**src/rtl/uart_axi_pkg.sv**
```systemverilog
// Shared types and helpers for the uart_axi controller.
// Latency: n/a (types, constants and a combinational helper only).
// Backpressure: n/a.
package uart_axi_pkg;

  typedef enum logic [1:0] {
    CMD_WR = 2'd0,
    CMD_RD = 2'd1,
    CMD_RB = 2'd2
  } cmd_op_t;

  typedef enum logic [1:0] {
    ERR_NONE    = 2'd0,
    ERR_SYNTAX  = 2'd1,
    ERR_LENGTH  = 2'd2,
    ERR_OVERRUN = 2'd3
  } err_code_t;

  localparam logic [7:0] CHR_CR = 8'h0D;
  localparam logic [7:0] CHR_LF = 8'h0A;
  localparam logic [7:0] CHR_SP = 8'h20;

  // Returns {valid, nibble}; accepts 0-9, a-f and A-F.
  function automatic logic [4:0] hex2nib(input logic [7:0] b);
    logic [4:0] r;
    r = 5'd0;
    if (b >= 8'h30 && b <= 8'h39) begin
      r = {1'b1, b[3:0]};
    end else if ((b >= 8'h41 && b <= 8'h46) || (b >= 8'h61 && b <= 8'h66)) begin
      // Letter codes end in 1..6, so adding 9 yields 10..15.
      r = {1'b1, b[3:0] + 4'd9};
    end
    return r;
  endfunction

endpackage

```
**src/rtl/uart_cmd_parser.sv**
```systemverilog
// ASCII line parser: turns "w AAAA DDDDDDDD", "r AAAA", "br AAAA LL" lines into decoded commands.
// Latency: command valid the cycle after the terminating CR; error strobe the cycle after the bad byte.
// Backpressure: command held until i_cmd_ready; RX cannot stall, so bytes arriving while holding are dropped with ERR_OVERRUN.
module uart_cmd_parser
  import uart_axi_pkg::*;
#(
  parameter int P_ADDR_W = 16,
  parameter int P_DATA_W = 32,
  parameter int P_LEN_W  = 8
) (
  input  logic                aclk,
  input  logic                rst,
  input  logic                i_rx_valid,
  input  logic [7:0]          i_rx_data,
  output logic                o_cmd_valid,
  input  logic                i_cmd_ready,
  output logic [1:0]          o_cmd_op,
  output logic [P_ADDR_W-1:0] o_cmd_addr,
  output logic [P_DATA_W-1:0] o_cmd_wdata,
  output logic [P_LEN_W-1:0]  o_cmd_len,
  output logic                o_err_valid,
  output logic [1:0]          o_err_code,
  output logic                o_busy
);

  typedef enum logic [3:0] {
    S_IDLE, S_OPB, S_SP1, S_ADDR, S_SP2, S_DATA, S_LEN, S_CR, S_ISSUE, S_FLUSH
  } state_t;

  // Digit counter value on the final digit of each field.
  localparam logic [3:0] ADDR_LAST = 4'(P_ADDR_W / 4 - 1);
  localparam logic [3:0] DATA_LAST = 4'(P_DATA_W / 4 - 1);
  localparam logic [3:0] LEN_LAST  = 4'(P_LEN_W / 4 - 1);

  state_t                state_q, state_d;
  cmd_op_t               op_q, op_d;
  logic [P_ADDR_W-1:0]   addr_q;
  logic [P_DATA_W-1:0]   data_q;
  logic [P_LEN_W-1:0]    len_q;
  logic [3:0]            cnt_q;
  logic                  err_vld_q;
  err_code_t             err_code_q, err_code_d;
  logic                  err_set, shift_addr, shift_data, shift_len, cnt_inc, cnt_clr;

  logic [4:0] hx;
  logic       is_hex;
  logic [3:0] nib;
  logic [7:0] lc;
  logic       is_cr;

  assign hx     = hex2nib(i_rx_data);
  assign is_hex = hx[4];
  assign nib    = hx[3:0];
  assign lc     = i_rx_data | 8'h20;  // folds command letters to lower case
  assign is_cr  = (i_rx_data == CHR_CR);

  // State register.
  always_ff @(posedge aclk) begin
    if (rst) state_q <= S_IDLE;
    else     state_q <= state_d;
  end

  // Next-state decode and per-byte actions.
  always_comb begin
    state_d    = state_q;
    op_d       = op_q;
    shift_addr = 1'b0;
    shift_data = 1'b0;
    shift_len  = 1'b0;
    cnt_inc    = 1'b0;
    cnt_clr    = 1'b0;
    err_set    = 1'b0;
    err_code_d = ERR_NONE;
    if (state_q == S_ISSUE) begin
      if (i_cmd_ready) state_d = S_IDLE;
      if (i_rx_valid) begin
        err_set    = 1'b1;
        err_code_d = ERR_OVERRUN;
      end
    end else if (i_rx_valid) begin
      case (state_q)
        S_IDLE: begin
          if (lc == 8'h77) begin
            op_d = CMD_WR; state_d = S_SP1;
          end else if (lc == 8'h72) begin
            op_d = CMD_RD; state_d = S_SP1;
          end else if (lc == 8'h62) begin
            op_d = CMD_RB; state_d = S_OPB;
          end else if (!is_cr && i_rx_data != CHR_LF) begin
            err_set = 1'b1; err_code_d = ERR_SYNTAX; state_d = S_FLUSH;
          end
        end
        S_OPB: begin
          if (lc == 8'h72) begin
            state_d = S_SP1;
          end else begin
            // A CR here already ends the line, so there is nothing to flush.
            err_set = 1'b1; err_code_d = ERR_SYNTAX;
            state_d = is_cr ? S_IDLE : S_FLUSH;
          end
        end
        S_SP1, S_SP2: begin
          if (i_rx_data == CHR_SP) begin
            if (state_q == S_SP1)     state_d = S_ADDR;
            else if (op_q == CMD_WR)  state_d = S_DATA;
            else                      state_d = S_LEN;
          end else if (is_cr) begin
            err_set = 1'b1; err_code_d = ERR_LENGTH; state_d = S_IDLE;
          end else begin
            err_set = 1'b1; err_code_d = ERR_SYNTAX; state_d = S_FLUSH;
          end
        end
        S_ADDR, S_DATA, S_LEN: begin
          if (is_hex) begin
            shift_addr = (state_q == S_ADDR);
            shift_data = (state_q == S_DATA);
            shift_len  = (state_q == S_LEN);
            if (state_q == S_ADDR && cnt_q == ADDR_LAST) begin
              cnt_clr = 1'b1;
              state_d = (op_q == CMD_RD) ? S_CR : S_SP2;
            end else if ((state_q == S_DATA && cnt_q == DATA_LAST) ||
                         (state_q == S_LEN  && cnt_q == LEN_LAST)) begin
              cnt_clr = 1'b1;
              state_d = S_CR;
            end else begin
              cnt_inc = 1'b1;
            end
          end else if (is_cr) begin
            err_set = 1'b1; err_code_d = ERR_LENGTH; state_d = S_IDLE;
          end else begin
            err_set = 1'b1; err_code_d = ERR_SYNTAX; state_d = S_FLUSH;
          end
        end
        S_CR: begin
          if (is_cr) begin
            state_d = S_ISSUE;
          end else begin
            err_set    = 1'b1;
            err_code_d = is_hex ? ERR_LENGTH : ERR_SYNTAX;
            state_d    = S_FLUSH;
          end
        end
        S_FLUSH: begin
          if (is_cr) state_d = S_IDLE;
        end
        default: state_d = S_IDLE;
      endcase
    end
  end

  // Field accumulators, opcode and digit counter; wiped whenever the parser returns to idle.
  always_ff @(posedge aclk) begin
    if (rst || state_d == S_IDLE) begin
      op_q   <= CMD_WR;
      addr_q <= '0;
      data_q <= '0;
      len_q  <= '0;
      cnt_q  <= '0;
    end else begin
      op_q <= op_d;
      if (shift_addr) addr_q <= {addr_q[P_ADDR_W-5:0], nib};
      if (shift_data) data_q <= {data_q[P_DATA_W-5:0], nib};
      if (shift_len)  len_q  <= {len_q[P_LEN_W-5:0], nib};
      if (cnt_clr)      cnt_q <= '0;
      else if (cnt_inc) cnt_q <= cnt_q + 4'd1;
    end
  end

  // One-cycle registered error strobe.
  always_ff @(posedge aclk) begin
    if (rst) begin
      err_vld_q  <= 1'b0;
      err_code_q <= ERR_NONE;
    end else begin
      err_vld_q  <= err_set;
      err_code_q <= err_set ? err_code_d : ERR_NONE;
    end
  end

  assign o_cmd_valid = (state_q == S_ISSUE);
  assign o_cmd_op    = op_q;
  assign o_cmd_addr  = addr_q;
  assign o_cmd_wdata = data_q;
  assign o_cmd_len   = len_q;
  assign o_err_valid = err_vld_q;
  assign o_err_code  = err_code_q;
  assign o_busy      = (state_q != S_IDLE);

endmodule

```
**config.mk**
```make
export PLATFORM = sky130hd
export DESIGN_NAME = uart_cmd_parser
export DESIGN_NICKNAME = d
export VERILOG_FILES = /design/src/rtl/uart_axi_pkg.sv /design/src/rtl/uart_cmd_parser.sv
export SDC_FILE = /design/constraint.sdc
export NUM_CORES = 1
export LEC_CHECK = 0
export ABC_AREA = 1
export ABC_CLOCK_PERIOD_IN_PS = 3000
export CORE_MARGIN = 2
export CORE_UTILIZATION = 31
export DETAILED_ROUTE_END_ITERATION = 10
export PLACE_DENSITY = 0.63
export SYNTH_ARGS = -nofsm -noshare
export SYNTH_HDL_FRONTEND = slang
export SYNTH_SLANG_ARGS = --single-unit
```
**constraint.sdc**
```tcl
create_clock -name aclk -period 3 [get_ports aclk]
set_clock_uncertainty 0.05 [all_clocks]
set_input_delay 0.6 -clock aclk [delete_from_list [all_inputs] [get_ports aclk]]
set_output_delay 0.6 -clock aclk [all_outputs]
set_load 0.05 [all_outputs]
```
==> results.py, run 1 <==
metrics = {
    "routing": {
        "drt_wl_total_microns": 8110,
        "drt-initial-drc-count": 185,
        "wl_per_cell_microns": 11.2,
        "drc": 0,
        "first_pass_iters": 5,
        "final_antenna_net_count": 0,
        "dr_total_vias": 3228,
        "vias_per_cell": 4.46,
    },
    "placed_design": {
        "dpl_cell_area_sq_um": 4400,
        "portBuffers": 74,
        "dpl.hpwl_microns": 6190,
        "dp.cells": 707,
        "gp_congestion": 0.886,
    },
    "critical_path": {
        "arrival_ps": 2850,
        "worstPathMaxFanout": 32,
        "worstPathRequired_ps": 3190,
        "endpoint_kind": "flip-flop",
        "cp-start-kind": "input port",
        "critical_path_class": "in -> reg",
    },
    "yosys": {
        "synth_top_family_by_area": "simple AND/OR/NAND/NOR gates",
        "synthMuxAreaShare_pct": 4.48,
        "syn_inst": 492,
        "synth_edf_count": 0,
        "ys.warnings.count": 0,
        "yosysSeqAreaShare_pct": 40.5,
        "syn_nets": 510,
        "yosys.area_share.simple_pct": 32.4,
        "yosysUniqueCellTypes": 30,
        "synth_seq_cells": 69,
        "ys.flop_type": "dfxtp_1",
        "syn_avg_cell_area_sq_um": 6.93,
        "synth.largest_area_cell": "dfxtp_1",
        "ys_async_sr_fraction_pct": 0,
        "synth_top_cell_area_share_pct": 40.5,
        "synth_area_leaders": "dfxtp_1 (41%), nand2_1 (12%), nor2_1 (9.2%)",
        "syn_area_sq_um": 3410,
        "yosys.area_share.xor_xnor_pct": 1.03,
        "synthAdderAreaFrac_pct": 2.20,
        "synth_compound_area_share_pct": 8.81,
    },
    "grt": {
        "grt_usage_pct": 14.4,
        "antenna_found_initial": 0,
        "grt_pass1_vias": 3039,
        "grt_pass1_wl_microns": 13600,
        "grt_overflow_total": 0,
        "grt_max_degree": 33,
    },
    "cts": {
        "post_cts_buffers": 0,
        "numClockSinks": 69,
        "ctsHtreeMaxLevel": 3,
        "clk_pin_slew_worst_paths_ps": 80,
        "clockBufferDepth": 2,
        "clkLatencyLatePin_ps": 340,
        "cts_tree": "built",
        "cts_buffers": 9,
        "cts-hold-fix-buffers": 0,
        "cts-resized-gates": 0,
        "root_buffer": "clkbuf_8",
    },
    "layout": {
        "design_area_sq_um": 4590,
        "fin_cells": 723,
        "postLayoutCoreUtil_pct": 42.5,
        "syn_to_final_growth_pct": 34.7,
        "drive_gt1_share_pct": 12.9,
        "fin_nets": 596,
        "diodes": 0,
    },
    "pwr": {
        "swShare_pct": 27.4,
        "p_comb_share_pct": 12.1,
        "power.leakage_nw": 1.91,
        "p_per_area_nw_per_um2": 416,
        "ir_worst_vdd_mv": 0.195,
        "p_clk_share_pct": 39.4,
        "seqPwrFrac_pct": 48.5,
        "p_int_mw": 1.39,
        "p_switching_mw": 0.524,
    },
    "sta": {
        "setup_viol": 0,
        "hold_ws_ps": 484,
        "min_period_over_period_pct": 88.6,
        "max_slew.worst_pin.slew_ps": 558,
        "finalHoldViolations": 0,
        "fmax_ghz": 0.376,
        "period_minus_slack_ps": 2660,
        "grt_setup_unrepaired": "no",
        "maxSlewHeadroom_pct": 62.7,
        "final-max-slew-violation-count": 0,
    },
    "floorplanning": {
        "die-area_sq_um": 11900,
        "start_util_pct": 31.6,
        "num_rows": 38,
        "core_area_sq_um": 10800,
        "die_y_microns": 109,
        "die_w_microns": 109,
        "ios": 75,
    },
    "hold_path": {
        "hp-class": "reg -> reg",
    },
    "job": {
        "drv_cap": 0,
    },
    "status": {
        "outcome": "finished clean",
    },
}
through the flow:
step / total power, mW / worst slack, ps / setup TNS, ps
4_1_cts: 1.94 / 349 / 0
5_1_grt: 2.00 / 104 / 0
2_1_floorplan: 1.11 / 672 / 0
3_3_place_gp: 1.18 / 44.5 / 0
6_report: 1.91 / 341 / 0
3_5_place_dp: 1.18 / -18.2 / -144
sequential cells by signal, indices dropped and copies added (netlist names):
name	cells
o_cmd_wdata	32
o_cmd_addr	16
o_cmd_len	8
cnt_q	4
state_q	4
o_cmd_op	2
o_err_code	2
o_err_valid	1
metal layers:
metal / routed length, microns / global-route usage, % / up-vias / share of wire (%)
met1: 3580 / 17.3 / 1447 / 44
li1: - / - / 1695 / -
met4: 166 / 5.49 / 0 / 2.0
met2: 3990 / 24.4 / 73 / 49
met5: 0 / 0 / - / 0
met3: 373 / 4.06 / 13 / 4.6
cells in the final DEF, fill, tap and decap left out, drive strengths merged:
cell type / netlist / final
a31oi: 2 / 2
a21oi: 12 / 12
clkinv: 0 / 2
o211ai: 1 / 1
mux2: 10 / 10
clkbuf: 5 / 9
nand3: 28 / 28
inv: 73 / 75
bufinv: 0 / 1
nor3b: 1 / 1
clkdlybuf4s50: 0 / 74
ha: 6 / 6
buf: 10 / 16
nor3: 8 / 8
o21ai: 44 / 44
or2: 2 / 2
nand2: 110 / 110
nand4: 1 / 1
clkinvlp: 0 / 2
dfxtp: 69 / 69
nor2: 101 / 101
nor4: 1 / 1
xor2: 4 / 4
mux2i: 4 / 4
cell families after synthesis:
group,Yosys count
simple gates,252
buf+inv,88
flops,69
compound gates,59
mux,14
fa+ha+maj,6
xor+xnor,4
cell type report:
class | count | area (sq um)
Multi-Input combinational cell | 335 | 1670
Clock inverter | 7 | 72.6
Fill cell | 1109 | 6200
Sequential cell | 69 | 1380
Inverter | 73 | 274
Timing Repair Buffer | 90 | 898
Clock buffer | 9 | 124
Tap cell | 140 | 175
Yosys cell counts (7+ instances only):
master and count:
inv_2 8, nor2_2 15, mux2_2 10, dfxtp_1 69, nand3_1 26, a21oi_1 12
nand2_1 108, buf_2 7, nor2_1 84, inv_1 65, o21ai_0 43
worst paths after layout:
check | start | endpoint | slack, ps | cells after the start
worst max-delay path | i_rx_data[1] | o_cmd_wdata[1] | 340 | 17
worst min register to register | o_cmd_len[4] | o_cmd_len[4] | 480 | 4
worst min-delay path | o_cmd_len[4] | o_cmd_len[4] | 480 | 4
worst max register to register | cnt_q[0] | o_cmd_wdata[1] | 880 | 15
critical path: stages:
cell	delay [ps]
clkdlybuf4s50_1	480
inv_1	130
ha_1	190
nand3_1	110
inv_1	80
nand2_1	150
inv_1	130
nor2_1	60
nor2_2	120
nand3_1	70
nand2_1	70
nand2_1	50
nand2_1	110
nand3_2	100
inv_2	100
buf_12	200
nor2_1	70
power groups by stage:
stage / sequential (mW) / combinational, mW / clock [mW]
3_3_place_gp: 0.946 / 0.232 / 0
5_1_grt: 0.925 / 0.257 / 0.816
2_1_floorplan: 0.956 / 0.151 / 0
6_report: 0.925 / 0.232 / 0.753
4_1_cts: 0.925 / 0.233 / 0.781
3_5_place_dp: 0.947 / 0.233 / 0
(Power assumes the default switching activity.)
==> run 2, diff against run 1 <==
--- a/config.mk
+++ b/config.mk
@@ -11,4 +11,5 @@
 export CORE_UTILIZATION = 31
 export DETAILED_ROUTE_END_ITERATION = 10
+export GPL_TIMING_DRIVEN = 0
 export PLACE_DENSITY = 0.63
 export SYNTH_ARGS = -nofsm -noshare
--- a/constraint.sdc
+++ b/constraint.sdc
@@ -3,3 +3,3 @@
 set_input_delay 0.6 -clock aclk [delete_from_list [all_inputs] [get_ports aclk]]
 set_output_delay 0.6 -clock aclk [all_outputs]
-set_load 0.05 [all_outputs]
+set_load 0.02 [all_outputs]
==> results.py, run 2 (synthesis gave the netlist of run 1 again) <==
metrics = {
    "status": {
        "outcome": "finished clean",
    },
    "pwr": {
        "swShare_pct": 27.3,
        "p_int_mw": 1.29,
        "p_comb_share_pct": 12.2,
        "p_clk_share_pct": 35.6,
        "p_per_area_nw_per_um2": 395,
        "seqPwrFrac_pct": 52.2,
        "p_total_mw": 1.77,
        "power.leakage_nw": 1.85,
        "ir_worst_vdd_mv": 0.217,
        "p_switching_mw": 0.485,
    },
    "critical_path": {
        "endpoint_kind": "flip-flop",
        "critical_path_class": "in -> reg",
        "cp-start-kind": "input port",
        "reg2reg_depth": 16,
        "worstPathMaxFanout": 10,
        "crit_buf_inv": 5,
        "cpMaxStageDelayCell": "clkdlybuf4s50_1",
        "slowest_delay_ps": 530,
        "cp_cell_sequence": "clkdlybuf4s50_1 > inv_1 > ha_1 > o21ai_0 > nand2_1 > nand2_2 > nand2_4 > nand3_1 > nand2_1 > a21oi_2 > nand3_1 > nand2_1 > nand3_2 > inv_2 > buf_6 > buf_6 > nor2_2",
        "worstPathRequired_ps": 3170,
        "cp.depth": 17,
        "cp_common_cell": "nand2_1",
        "cp_top_family": "buffers and inverters",
        "arrival_ps": 2940,
    },
    "routing": {
        "vias_per_cell": 4.43,
        "drt-initial-drc-count": 152,
        "wl_per_cell_microns": 11.8,
        "drc": 0,
        "final_antenna_net_count": 0,
        "first_pass_iters": 4,
        "dr_total_vias": 3192,
        "drt_wl_total_microns": 8510,
    },
    "layout": {
        "diodes": 0,
        "design_area_sq_um": 4490,
        "multiInputGateArea_sq_um": 1680,
        "mostFrequentLayoutCell": "nand2_1",
        "fin_nets": 594,
        "syn_to_final_growth_pct": 31.7,
        "register_area_sq_um": 1380,
        "largest_reg_flops": 32,
        "final_cell_mix": "nand2_1 (106), nor2_1 (84), clkdlybuf4s50_1 (73), dfxtp_1 (69), inv_1 (65)",
        "num-fill-cells": 1123,
        "drive_gt1_share_pct": 12.2,
        "postLayoutCoreUtil_pct": 41.6,
    },
    "sta": {
        "period_minus_slack_ps": 2770,
        "maxSlewHeadroom_pct": 67.7,
        "grt_setup_unrepaired": "no",
        "max_slew.worst_pin.slew_ps": 485,
        "min_period_over_period_pct": 92.4,
        "fmax_ghz": 0.361,
        "setup_viol": 0,
        "final-max-slew-violation-count": 0,
        "finalHoldViolations": 0,
        "hold_ws_ps": 483,
    },
    "grt": {
        "grt_pass1_vias": 3026,
        "grt_busiest_layer": "met2",
        "grt_pass1_wl_microns": 13900,
        "grt_overflow_total": 0,
        "met3_usage_pct": 3.71,
        "grt_max_degree": 12,
        "grtUsageMet2_pct": 24.6,
        "grtUsageMet1_pct": 18.8,
        "grt_usage_pct": 14.8,
        "antenna_found_initial": 0,
    },
    "floorplanning": {
        "die_w_microns": 109,
        "num_rows": 38,
        "start_util_pct": 31.6,
        "ios": 75,
        "die-area_sq_um": 11900,
        "core_area_sq_um": 10800,
        "die_y_microns": 109,
    },
    "hold_path": {
        "holdPathStages": 4,
        "hp-class": "reg -> reg",
    },
    "cts": {
        "numClockSinks": 69,
        "clockBufferDepth": 2,
        "cts_tree": "built",
        "clk_pin_slew_worst_paths_ps": 70,
        "cts_buffers": 9,
        "clkLatencyLatePin_ps": 330,
        "cts-hold-fix-buffers": 0,
        "root_buffer": "clkbuf_8",
        "ctsHtreeMaxLevel": 3,
    },
    "placed_design": {
        "portBuffers": 73,
        "gp_congestion": 0.917,
        "dpl_cell_area_sq_um": 4320,
        "dpl.hpwl_microns": 6550,
    },
    "job": {
        "drv_cap": 0,
    },
}
-- run 2: final timing paths --
path                      from         endpoint  slack, ps
hold / removal    o_cmd_len[5]     o_cmd_len[5]        480
setup reg to reg      cnt_q[0]  o_cmd_wdata[12]        820
setup / recovery  i_rx_data[0]  o_cmd_wdata[12]        230
hold reg to reg   o_cmd_len[5]     o_cmd_len[5]        480
-- run 2: cell type report --
class                           count  share of cell area, %
Clock buffer                       11                   2.93
Clock inverter                      4                  0.585
Tap cell                          140                   3.90
Sequential cell                    69                   30.8
Multi-Input combinational cell    335                   37.4
Inverter                           73                   6.10
Timing Repair Buffer               73                   16.3
Buffer                             15                   2.01
-- run 2: power by group through the flow --
stage	clock network [mW]	registers (mW)	logic, mW
2_1_floorplan	0	0.949	0.142
3_3_place_gp	0	0.947	0.213
3_5_place_dp	0	0.947	0.217
4_1_cts	0.650	0.926	0.218
5_1_grt	0.691	0.926	0.242
6_report	0.632	0.926	0.217
-- run 2: layer usage --
metal | routed length [microns] | vias to the layer above | share of wire, %
met4 | 68 | 0 | 0.80
met2 | 4240 | 61 | 50
met5 | 0 | - | 0
met3 | 372 | 5 | 4.4
met1 | 3830 | 1434 | 45
li1 | - | 1692 | -
-- run 2: worst register-to-register path, stage by stage (launching register included) --
cell and delay (ps):
dfxtp_1 360, ha_1 180, inv_1 50, nor3_1 230, o211ai_1 160, nand2_1 110
nand2_1 50, nand2_1 50, nand2_1 50, nand2_1 50, nand2_1 60, nand2_1 90
nand3_2 120, inv_2 100, buf_6 150, buf_6 170, nor2_2 40
-- run 2: through the flow --
stage / std cells / setup slack [ps] / TNS (ps)
after floorplan: 492 / 672 / 0
after global placement: 705 / -206 / -7680
after detailed placement: 705 / -273 / -9860
after CTS: 720 / 74.7 / 0
after global routing: 720 / 8.59 / 0
final: 720 / 227 / 0
-- run 2: timing repair --
action,4_1_cts,5_1_grt
endpoints found under the setup margin,0,53
resized for setup,0,8
buffers inserted,0,0
